## config.mk

```make
export PLATFORM = sky130hd
export DESIGN_NAME = serial_sub
export DESIGN_NICKNAME = d
export VERILOG_FILES = /design/src/rtl/serial_sub_pkg.sv /design/src/rtl/serial_sub_fs.sv /design/src/rtl/serial_sub.sv
export SDC_FILE = /design/constraint.sdc
export NUM_CORES = 1
export LEC_CHECK = 0
export CORE_MARGIN = 2
export CORE_UTILIZATION = 35
export CTS_CLUSTER_DIAMETER = 100
export CTS_CLUSTER_SIZE = 20
export DETAILED_ROUTE_END_ITERATION = 8
export GPL_TIMING_DRIVEN = 0
export SETUP_SLACK_MARGIN = 0.2
export SLEW_MARGIN = 20
export SYNTH_ARGS = -nofsm -noshare
export SYNTH_HDL_FRONTEND = slang
export SYNTH_SLANG_ARGS = --single-unit
```

## constraint.sdc

```tcl
create_clock -name clk -period 1.4 [get_ports clk]
set_input_delay 0.28 -clock clk [delete_from_list [all_inputs] [get_ports clk]]
set_output_delay 0.28 -clock clk [all_outputs]
set_load 0.05 [all_outputs]
```

## src/rtl/serial_sub_pkg.sv

```systemverilog
// rtl/serial_sub_pkg.sv - shared state encodings and width helper for serial_sub
package serial_sub_pkg;

    localparam logic [1:0] S_IDLE  = 2'd0;
    localparam logic [1:0] S_SHIFT = 2'd1;
    localparam logic [1:0] S_DONE  = 2'd2;

    typedef enum logic [1:0] {
        ST_IDLE  = S_IDLE,
        ST_SHIFT = S_SHIFT,
        ST_DONE  = S_DONE
    } state_e;

    function automatic int clog2(input int value);
        int r;
        int v;
        r = 0;
        v = value - 1;
        while (v > 0) begin
            r = r + 1;
            v = v >> 1;
        end
        return r;
    endfunction

endpackage

```

## src/rtl/serial_sub_fs.sv

```systemverilog
// rtl/serial_sub_fs.sv - one-bit structural full subtractor cell
module serial_sub_fs (
    input  logic a,
    input  logic b,
    input  logic borrowIn,
    output logic difference,
    output logic borrowOut
);

    logic a_xor_b;

    assign a_xor_b    = a ^ b;
    assign difference = a_xor_b ^ borrowIn;
    assign borrowOut  = (~a & b) | (~a_xor_b & borrowIn);

endmodule

```

## src/rtl/serial_sub.sv

```systemverilog
// rtl/serial_sub.sv - bit-serial a - b - borrowIn, LSB first, start/busy/done handshake
module serial_sub
    import serial_sub_pkg::*;
#(
    parameter int WIDTH = 8
) (
    input  logic             clk,
    input  logic             rst,
    input  logic             start,
    input  logic [WIDTH-1:0] a,
    input  logic [WIDTH-1:0] b,
    input  logic             borrowIn,
    output logic             busy,
    output logic             done,
    output logic [WIDTH-1:0] difference,
    output logic             borrowOut
);

    localparam int CW = clog2(WIDTH);
    localparam logic [CW-1:0] LAST = CW'(WIDTH - 1);

    state_e           state_q, state_d;
    logic [WIDTH-1:0] sha_q, sha_d;
    logic [WIDTH-1:0] shb_q, shb_d;
    logic [WIDTH-1:0] shd_q, shd_d;
    logic [CW-1:0]    cnt_q, cnt_d;
    logic             brw_q, brw_d;
    logic             busy_q, busy_d;
    logic             done_q, done_d;
    logic [WIDTH-1:0] diff_q, diff_d;
    logic             bout_q, bout_d;

    logic cell_diff;
    logic cell_borrow;

    serial_sub_fs u_cell (
        .a          (sha_q[0]),
        .b          (shb_q[0]),
        .borrowIn   (brw_q),
        .difference (cell_diff),
        .borrowOut  (cell_borrow)
    );

    always_comb begin
        state_d = state_q;
        sha_d   = sha_q;
        shb_d   = shb_q;
        shd_d   = shd_q;
        cnt_d   = cnt_q;
        brw_d   = brw_q;
        diff_d  = diff_q;
        bout_d  = bout_q;
        case (state_q)
            ST_IDLE, ST_DONE: begin
                // DONE accepts start too, so back-to-back operations skip IDLE
                if (start) begin
                    sha_d   = a;
                    shb_d   = b;
                    brw_d   = borrowIn;
                    cnt_d   = '0;
                    state_d = ST_SHIFT;
                end else begin
                    state_d = ST_IDLE;
                end
            end
            ST_SHIFT: begin
                sha_d = sha_q >> 1;
                shb_d = shb_q >> 1;
                shd_d = {cell_diff, shd_q[WIDTH-1:1]};
                brw_d = cell_borrow;
                if (cnt_q == LAST) begin
                    state_d = ST_DONE;
                    diff_d  = {cell_diff, shd_q[WIDTH-1:1]};
                    bout_d  = cell_borrow;
                end else begin
                    cnt_d = cnt_q + 1'b1;
                end
            end
            default: state_d = ST_IDLE;
        endcase
        busy_d = (state_d == ST_SHIFT);
        done_d = (state_d == ST_DONE);
    end

    always_ff @(posedge clk) begin
        if (rst) begin
            state_q <= ST_IDLE;
            sha_q   <= '0;
            shb_q   <= '0;
            shd_q   <= '0;
            cnt_q   <= '0;
            brw_q   <= 1'b0;
            busy_q  <= 1'b0;
            done_q  <= 1'b0;
            diff_q  <= '0;
            bout_q  <= 1'b0;
        end else begin
            state_q <= state_d;
            sha_q   <= sha_d;
            shb_q   <= shb_d;
            shd_q   <= shd_d;
            cnt_q   <= cnt_d;
            brw_q   <= brw_d;
            busy_q  <= busy_d;
            done_q  <= done_d;
            diff_q  <= diff_d;
            bout_q  <= bout_d;
        end
    end

    assign busy       = busy_q;
    assign done       = done_q;
    assign difference = diff_q;
    assign borrowOut  = bout_q;

endmodule
```

Word-level counts from Yosys, hierarchy flattened
Index checks and enable logic that the tools add are counted.
Word-level totals
  register bits after elaboration: 41
  bits of input ports: 20
  output and inout port bits: 11
  logic and storage cells: 43
Operators by class
  add/sub/neg operators: 1
  equality and inequality tests: 7
  mux-type cells: 12
  bitwise logic cells: 7
  reduce and logical (&&, ||, !) cells: 6
Operators by type and width (count)
  $pmux W8 S2: 2
  $mux W8: 2
  $mux W3: 2
  $pmux W3 S2: 1
  $eq A2 B1 Y1 const B: 2
  $eq A2 B2 Y1 const B: 2
  $ne A2 B2 Y1 const B: 2
  $pmux W2 S2: 1
  $reduce_and A2 Y1: 2
  $add A3 B1 Y3 const B: 1
  $eq A3 B3 Y1 const B: 1
  $reduce_and A3 Y1: 1
  $and A1 B1 Y1: 2
  $logic_not A2 Y1: 1
  $mux W1: 2
  $mux W2: 1
  $not A1 Y1: 2
  $pmux W1 S2: 1
  $reduce_bool A2 Y1: 1
  $reduce_or A2 Y1: 1
  $xor A1 B1 Y1: 2
  $or A1 B1 Y1: 1

Longest topological paths before layout
Gate-level depths: netlist of the first run.
  word-level depth: 5
  depth in mapped cells: 5
  mapped depth without buffers: 5

Hierarchy
Synthesis of the first run repeated with hierarchy kept, for this count alone.
Unflattened totals
  cells, all modules: 196
  area total of the unflattened synthesis: 1596.5 um^2
By module, submodules not included
  serial_sub: instances 1, cells an instance 192, area an instance 1565.3 um^2, seq. area each 800.8 um^2
  serial_sub_fs: instances 1, cells an instance 4, area an instance 31.3 um^2, seq. area each 0.0 um^2

Worst setup path after synthesis of the first run
Ideal clock, no wire load.
  path type: register -> register
  start point: register cnt_q[0]
  end point: register cnt_q[1]
  arrival time: 1271 ps
  required time: 1268 ps
  slack: -3 ps
  stages on the path, launching flop included: 6
  path buffers: 0
  period minus slack after synthesis: 1403 ps
  cell sequence: dfxtp_1 ha_1 ha_1 or3b_1 nand3_1 a21oi_1
On the way
  cells in the longest elaborated chain, start to end: 3
  elaborated cells on any way between the ends: 6
  those cells by class: 1 x add/sub; 2 x eq/ne; 2 x mux; 1 x reduce/logical
Ends and longest elaborated chain
  start: declaration: RTL line serial_sub.sv:26  | logic [CW-1:0] cnt_q, cnt_d;
  start signal: assignment: RTL line serial_sub.sv:102  | cnt_q <= cnt_d;
  $add A3 B1 Y3 / $eq A3 B3 Y1 (equally long branches): RTL line serial_sub.sv:76, serial_sub.sv:71
  $mux W3 / $ne A2 B2 Y1 (equally long branches)
  $pmux W3 S2 / $reduce_and A3 Y1 (equally long branches)
Several ways; a longest one is shown, not always the timed one. The select of a mux whose other input is x is not followed.
A chain may end at the register's enable or synchronous reset.

Worst setup path after layout of the first run
  start point: register cnt_q[0]
  end point: register cnt_q[0]
Same word-level chain as after synthesis.

==> results of run 1 <==
power by group through the flow:
stage	clock network, uW	logic [uW]	registers, uW
final	754	382	1240
after global routing	833	421	1250
after CTS	784	347	1240
after detailed placement	0	344	1260
after global placement	0	344	1260
after floorplan	0	227	1260
logic make-up (layout without fill, tap and decap cells):
kind of cell,after synthesis,in the layout,synth area share (%)
adders and majority gates,3,3,2.91
and+or+nand+nor,76,76,23.5
DFF,40,40,51.7
AOI/OAI and AO/OA,40,40,15.1
buffers and inverters,17,61,6.86
worst register-to-register path, cell delays in order, from the launching register on:
cell	delay [ns]
dfxtp_4	0.36
ha_4	0.16
ha_4	0.17
or3b_4	0.41
nand3_2	0.08
a21oi_2	0.05
layout by cell type, fill, tap and decap left out:
| cell type | synthesis | final |
|---|---|---|
| dfxtp_1 | 40 | 36 |
| nor3_1 | 28 | 18 |
| nand2_1 | 24 | 18 |
| clkdlybuf4s50_1 | 0 | 17 |
| a21oi_1 | 22 | 15 |
| o22ai_1 | 15 | 14 |
| buf_4 | 6 | 12 |
| nor3_2 | 0 | 10 |
| nand3_1 | 13 | 10 |
| buf_6 | 2 | 9 |
| a21oi_2 | 0 | 7 |
| buf_2 | 3 | 7 |
| nand2_2 | 0 | 5 |
| clkbuf_8 | 0 | 5 |
| clkbuf_1 | 4 | 4 |
| nor2_1 | 3 | 3 |
| nand3_2 | 0 | 3 |
| nand2b_1 | 2 | 2 |
| nor2b_1 | 2 | 2 |
| clkbuf_4 | 0 | 2 |
| a311oi_1 | 2 | 2 |
| ha_4 | 0 | 2 |
| clkinv_2 | 0 | 2 |
| dfxtp_4 | 0 | 2 |
| dfxtp_2 | 0 | 2 |
| inv_1 | 1 | 1 |
| nand2b_2 | 1 | 1 |
| o22ai_2 | 0 | 1 |
| a211oi_2 | 1 | 1 |
| nor3b_2 | 0 | 1 |
| or3b_4 | 0 | 1 |
| nand3b_1 | 1 | 1 |
| nand2_4 | 0 | 1 |
| fa_2 | 0 | 1 |
| clkinv_4 | 0 | 1 |
| dlygate4sd2_1 | 0 | 1 |
area by class of cell:
cell class,count,area [um^2]
clock inverter,3,18.8
sequential,40,811
timing repair buffer,36,312
clock buffer,5,68.8
inverter,1,3.75
fill,436,2130
multi-input combinational,119,796
buffer,16,124
tap,52,65.1
synth_stat cells, types with 2 or more instances:
master and n:
a21oi_1 22, a311oi_1 2, buf_2 3, buf_4 6, buf_6 2, clkbuf_1 4, dfxtp_1 40, ha_1 2
nand2_1 24, nand2b_1 2, nand3_1 13, nor2_1 3, nor2b_1 2, nor3_1 28, o22ai_1 15
flip-flops by register name (all words and copies together) (netlist names):
| name | count |
|---|---|
| difference | 8 |
| borrowOut | 1 |
| sha_q | 8 |
| done | 1 |
| busy | 1 |
| cnt_q | 3 |
| shb_q | 8 |
| shd_q | 7 |
| brw_q | 1 |
| state_q | 2 |
per-layer routing:
layer  GRT usage (%)  routed length (um)  vias up  part of all wire [%]
met2            23.2                1690       26                    47
li1                -                   -      707                     -
met4            6.29                  68        0                   1.9
met1            20.5                1710      652                    47
met5               0                   0        -                     0
met3            4.84                 163        6                   4.5
worst max path at each step:
| stage | from | depth (start not counted) | slack [ns] | to |
|---|---|---|---|---|
| finish | cnt_q[0] | 5 | 0.05 | cnt_q[0] |
| floorplan | cnt_q[1] | 5 | 0.12 | cnt_q[1] |
| CTS | cnt_q[0] | 5 | 0.05 | cnt_q[1] |
| detailed placement | start | 6 | -0.24 | shb_q[4] |
| global placement | start | 6 | -0.22 | shb_q[5] |
| global route | cnt_q[0] | 5 | 0.02 | cnt_q[0] |
stage by stage:
stage	worst slack, ns	hold slack, ns	instances	TNS, ns
floorplan	0.125	0.416	176	0
global placement	-0.221	0.443	257	-2.07
detailed placement	-0.241	0.447	257	-2.33
CTS	0.0532	0.369	266	0
global route	0.0162	0.405	272	0
finish	0.0454	0.390	272	0
what timing repair did:
action,4_1_cts,5_1_grt
pin swaps,0,10
setup buffers,1,6
endpoints found under the hold margin,0,0
setup endpoints to repair,40,40
gates resized for setup,59,49
==> results.sh, run 1 <==
export IMPL_status="finished, final reports clean"
export IMPL_layout_nets=242
export IMPL_leakagePower_uw=0.000797
export IMPL_worst_setup_path_type="flip-flop to flip-flop"
export IMPL_place_area_um2=1950
export IMPL_synthFlopType="dfxtp_1"
export IMPL_crit_path_frequent_cell="ha_4"
export IMPL_cts_buffer_depth=2
export IMPL_yosysTopAreaCell="dfxtp_1"
export IMPL_min_from="rst"
export IMPL_gp_congestion=0.728
export IMPL_critPathArrivalTime_ns=1.51
export IMPL_cp_max_fo=5
export IMPL_rsz0062_at_grt="true"
export IMPL_drive_gt1_share_pct=34.5
export IMPL_synth_edf_count=0
export IMPL_path_cells="ha_4 -> ha_4 -> or3b_4 -> nand3_2 -> a21oi_2"
export IMPL_drt_total_wl_mm=3.64
export IMPL_critPathRequiredTime_ns=1.56
export IMPL_period_minus_slack_ns=1.35
export IMPL_slowest_delay_ns=0.41
export IMPL_io_pins=31
export IMPL_rows=24
export IMPL_finalCritPeriodShare_pct=96.8
export IMPL_setup_violations_final=0
export IMPL_r2r_end="cnt_q[0]"
export IMPL_first_pass_iters=4
export IMPL_final_core_util_pct=50.8
export IMPL_finalInstanceArea_um2=2200
export IMPL_cp_slowest_cell="or3b_4"
export IMPL_vdd_drop_max_mv=0.538
export IMPL_antenna_left=0
export IMPL_worstHoldPathCells=2
export IMPL_dpl_hpwl_mm=2.39
export IMPL_cts_tree="yes"
export IMPL_r2r_setup_slack_ns=0.05
export IMPL_core_area_um2=4320
export IMPL_r2r_cells=5
export IMPL_drc=0
export IMPL_h_tree_depth=2
export IMPL_antenna_found_initial=0
export IMPL_max_slew_margin_rel_pct=61.8
export IMPL_p_comb_share_pct=16.1
export IMPL_crit_path_end_kind="flip-flop"
export IMPL_ys_ff_latch=40
export IMPL_maxCapViolations=0
export IMPL_cts_buffers=5
export IMPL_global_route_usage_total_pct=15.4
export IMPL_fp_dieH_um=70.6
export IMPL_insertion_delay_ns=0.29
export IMPL_sw_frac_of_total_pct=26.9
export IMPL_syn_nets=199
export IMPL_die_w_um=70.6
export IMPL_portBuffers=29
export IMPL_clockPowerShare_pct=31.7
export IMPL_yosys_warnings=0
export IMPL_grt_pass1_wl_mm=6.00
export IMPL_area_growth_pct=41.8
export IMPL_die_area_um2=4980
export IMPL_powerDensity_nw_per_um2=1080
export IMPL_hold_end="state_q[1]"
export IMPL_worst_pin_slew_ns=0.572
export IMPL_vias_per_cell=5.11
export IMPL_hold_path_class="input pin to flip-flop"
export IMPL_synth_distinct_cells=23
export IMPL_drt_wirelength_per_cell_um=13.4
export IMPL_hold_viol=0
export IMPL_skew_ns=0.00761
export IMPL_seq_power_share_pct=52.2
export IMPL_grt_pass1_vias=1290
export IMPL_slew_viol_final=0
export IMPL_cp_buffers_inverters=0
export IMPL_synth_top_area_share_pct=51.7
export IMPL_start_util_pct=35.9
export IMPL_synth_seq_area_share_pct=51.7
export IMPL_cts_clk_slew_worst_paths_ns=0.08
export IMPL_intPower_uw=1740
export IMPL_totalPowerFinal_uw=2380
export IMPL_rr_startpoint="cnt_q[0]"
export IMPL_p_switching_uw=640
export IMPL_root_buffer="clkbuf_8"
export IMPL_path_delay_family="simple AND/OR/NAND/NOR gates"
export IMPL_clock_sink_count=40
export IMPL_fmaxAchievable_mhz=738
export IMPL_antenna_cells=0
export IMPL_ys_top_cells_by_area="dfxtp_1 52%, nor3_1 9.0%, a21oi_1 7.1%, o22ai_1 6.1%, nand2_1 5.8%"
export IMPL_hold_buffers=0
export IMPL_async_reset_ff_share_pct=0
export IMPL_syn_area_per_cell_um2=8.81
export IMPL_vias=1391
export IMPL_synth_area_um2=1550
export IMPL_synth_cells=176
export IMPL_overflow=0
export IMPL_grt_max_degree=14
export IMPL_first_iter_violations=83
export IMPL_cp_start_kind="flip-flop"
(Power assumes the default switching activity.)
==> run 2, diff against run 1 <==
- TNS_END_PERCENT: default -> 30
==> run 2 against run 1 <==
Compared with the run above:
- via count decreased by 0.14%
- largest cell class unchanged
- first-iteration DRC count decreased by 25%
- hold slack got worse by 0.010 ns
- critical path type unchanged
==> results.sh, run 2 (same netlist as run 1, synthesis figures left out) <==
export IMPL_drive_gt1_share_pct=22.1
export IMPL_drc=0
export IMPL_final_core_util_pct=47.7
export IMPL_insertion_delay_ns=0.29
export IMPL_crit_path_end_kind="flip-flop"
export IMPL_leakagePower_uw=0.000758
export IMPL_antenna_cells=0
export IMPL_rr_startpoint="cnt_q[0]"
export IMPL_clock_sink_count=40
export IMPL_cp_buffers_inverters=0
export IMPL_cts_buffer_depth=2
export IMPL_first_pass_iters=4
export IMPL_max_slew_margin_rel_pct=64.4
export IMPL_rsz0062_at_grt="true"
export IMPL_vdd_drop_max_mv=0.577
export IMPL_drt_wirelength_per_cell_um=13.7
export IMPL_antenna_found_initial=0
export IMPL_hold_viol=0
export IMPL_layout_nets=240
export IMPL_drt_total_wl_mm=3.68
export IMPL_cp_slowest_cell="or3b_4"
export IMPL_global_route_usage_total_pct=15.8
export IMPL_area_growth_pct=33.1
export IMPL_worst_setup_path_type="flip-flop to flip-flop"
export IMPL_rows=24
export IMPL_setup_slack_ns=0.0496
export IMPL_cp_start_kind="flip-flop"
export IMPL_h_tree_depth=2
export IMPL_worst_pin_slew_ns=0.534
export IMPL_r2r_cells=5
export IMPL_path_cells="ha_4 -> ha_4 -> or3b_4 -> nand3_2 -> a21oi_2"
export IMPL_portBuffers=29
export IMPL_cp_max_fo=5
export IMPL_cts_buffers=5
export IMPL_r2r_setup_slack_ns=0.05
export IMPL_io_pins=31
export IMPL_hold_buffers=0
export IMPL_core_area_um2=4320
export IMPL_root_buffer="clkbuf_8"
export IMPL_gp_congestion=0.722
export IMPL_critPathArrivalTime_ns=1.51
export IMPL_fmaxAchievable_mhz=741
export IMPL_antenna_left=0
export IMPL_path_delay_family="simple AND/OR/NAND/NOR gates"
export IMPL_slew_viol_final=0
export IMPL_min_from="rst"
export IMPL_setup_violations_final=0
export IMPL_period_minus_slack_ns=1.35
export IMPL_crit_path_frequent_cell="ha_4"
export IMPL_worstHoldPathCells=2
export IMPL_die_area_um2=4980
export IMPL_vias_per_cell=5.16
export IMPL_layout_common_cells="38 x dfxtp_1, 27 x nor3_1, 24 x nand2_1, 21 x a21oi_1, 18 x clkdlybuf4s50_1"
export IMPL_slowest_delay_ns=0.41
export IMPL_dp_slack_ns=-0.241
export IMPL_die_w_um=70.6
export IMPL_r2r_end="cnt_q[1]"
export IMPL_hold_path_class="input pin to flip-flop"
export IMPL_grt_max_degree=12
export IMPL_first_iter_violations=62
export IMPL_critPathRequiredTime_ns=1.56
export IMPL_fp_dieH_um=70.6
export IMPL_finalCritPeriodShare_pct=96.5
export IMPL_grt_pass1_vias=1278
export IMPL_dpl_hpwl_mm=2.51
export IMPL_hold_end="done"
export IMPL_grt_pass1_wl_mm=6.08
export IMPL_status="finished, final reports clean"
export IMPL_overflow=0
export IMPL_maxCapViolations=0
export IMPL_start_util_pct=35.9
export IMPL_cts_tree="yes"
export IMPL_layout_commonest_cell="dfxtp_1"
export IMPL_cts_clk_slew_worst_paths_ns=0.07
export IMPL_vias=1389
export IMPL_powerDensity_nw_per_um2=1180
export IMPL_skew_ns=0.00431
run 2: repair_timing:
item / CTS / global route
setup endpoints to repair: 40 / 41
setup buffers: 3 / 2
gates cloned: 0 / 0
gates resized for setup: 54 / 10
run 2: worst register-to-register path: stages, from the launching register on:
cell and delay [ns]:
dfxtp_4 0.35, ha_4 0.16, ha_4 0.16, or3b_4 0.41, nand3_2 0.08, a21oi_2 0.05
run 2: worst max path at each step:
stage	startpoint	to	slack (ns)	cells after the start
floorplan	cnt_q[1]	cnt_q[1]	0.12	5
global placement	start	shb_q[5]	-0.22	6
detailed placement	start	sha_q[7]	-0.24	6
CTS	cnt_q[0]	cnt_q[1]	0.04	5
global route	cnt_q[0]	cnt_q[1]	0.02	5
finish	cnt_q[0]	cnt_q[1]	0.05	5
run 2: where the power goes:
group,internal (uW),total [uW],leakage [uW],switching (uW)
clock,439,833,0.0000503,394
sequential,1200,1240,0.000328,39.9
combinational,178,359,0.000380,181
run 2: per-stage QoR:
step           cells  hold slack, ns  cell area [um^2]  TNS, ns  total power [uW]
3_5_place_dp     257           0.448              1950    -2.31              1610
4_1_cts          267           0.383              2030        0              2430
6_report         269           0.380              2060        0              2430
2_1_floorplan    176           0.416              1600        0              1490
5_1_grt          269           0.409              2060        0              2520
3_3_place_gp     257           0.444              1950    -2.04              1610
run 2: final cells by class:
type	instances	area, um^2
well taps	52	65.1
fillers	455	2260
multi-input cells	119	699
inverters	1	3.75
repair buffers	34	279
plain buffers	16	114
flip-flops and latches	40	806
clock buffers	7	96.3
run 2: layer usage:
metal  vias up  track usage, %  part of all wire, %
li1        708               -                    -
met1       649            20.9                   48
met3         5            4.70                  4.3
met4         0            6.29                  1.9
met5         -               0                    0
met2        27            24.4                   46
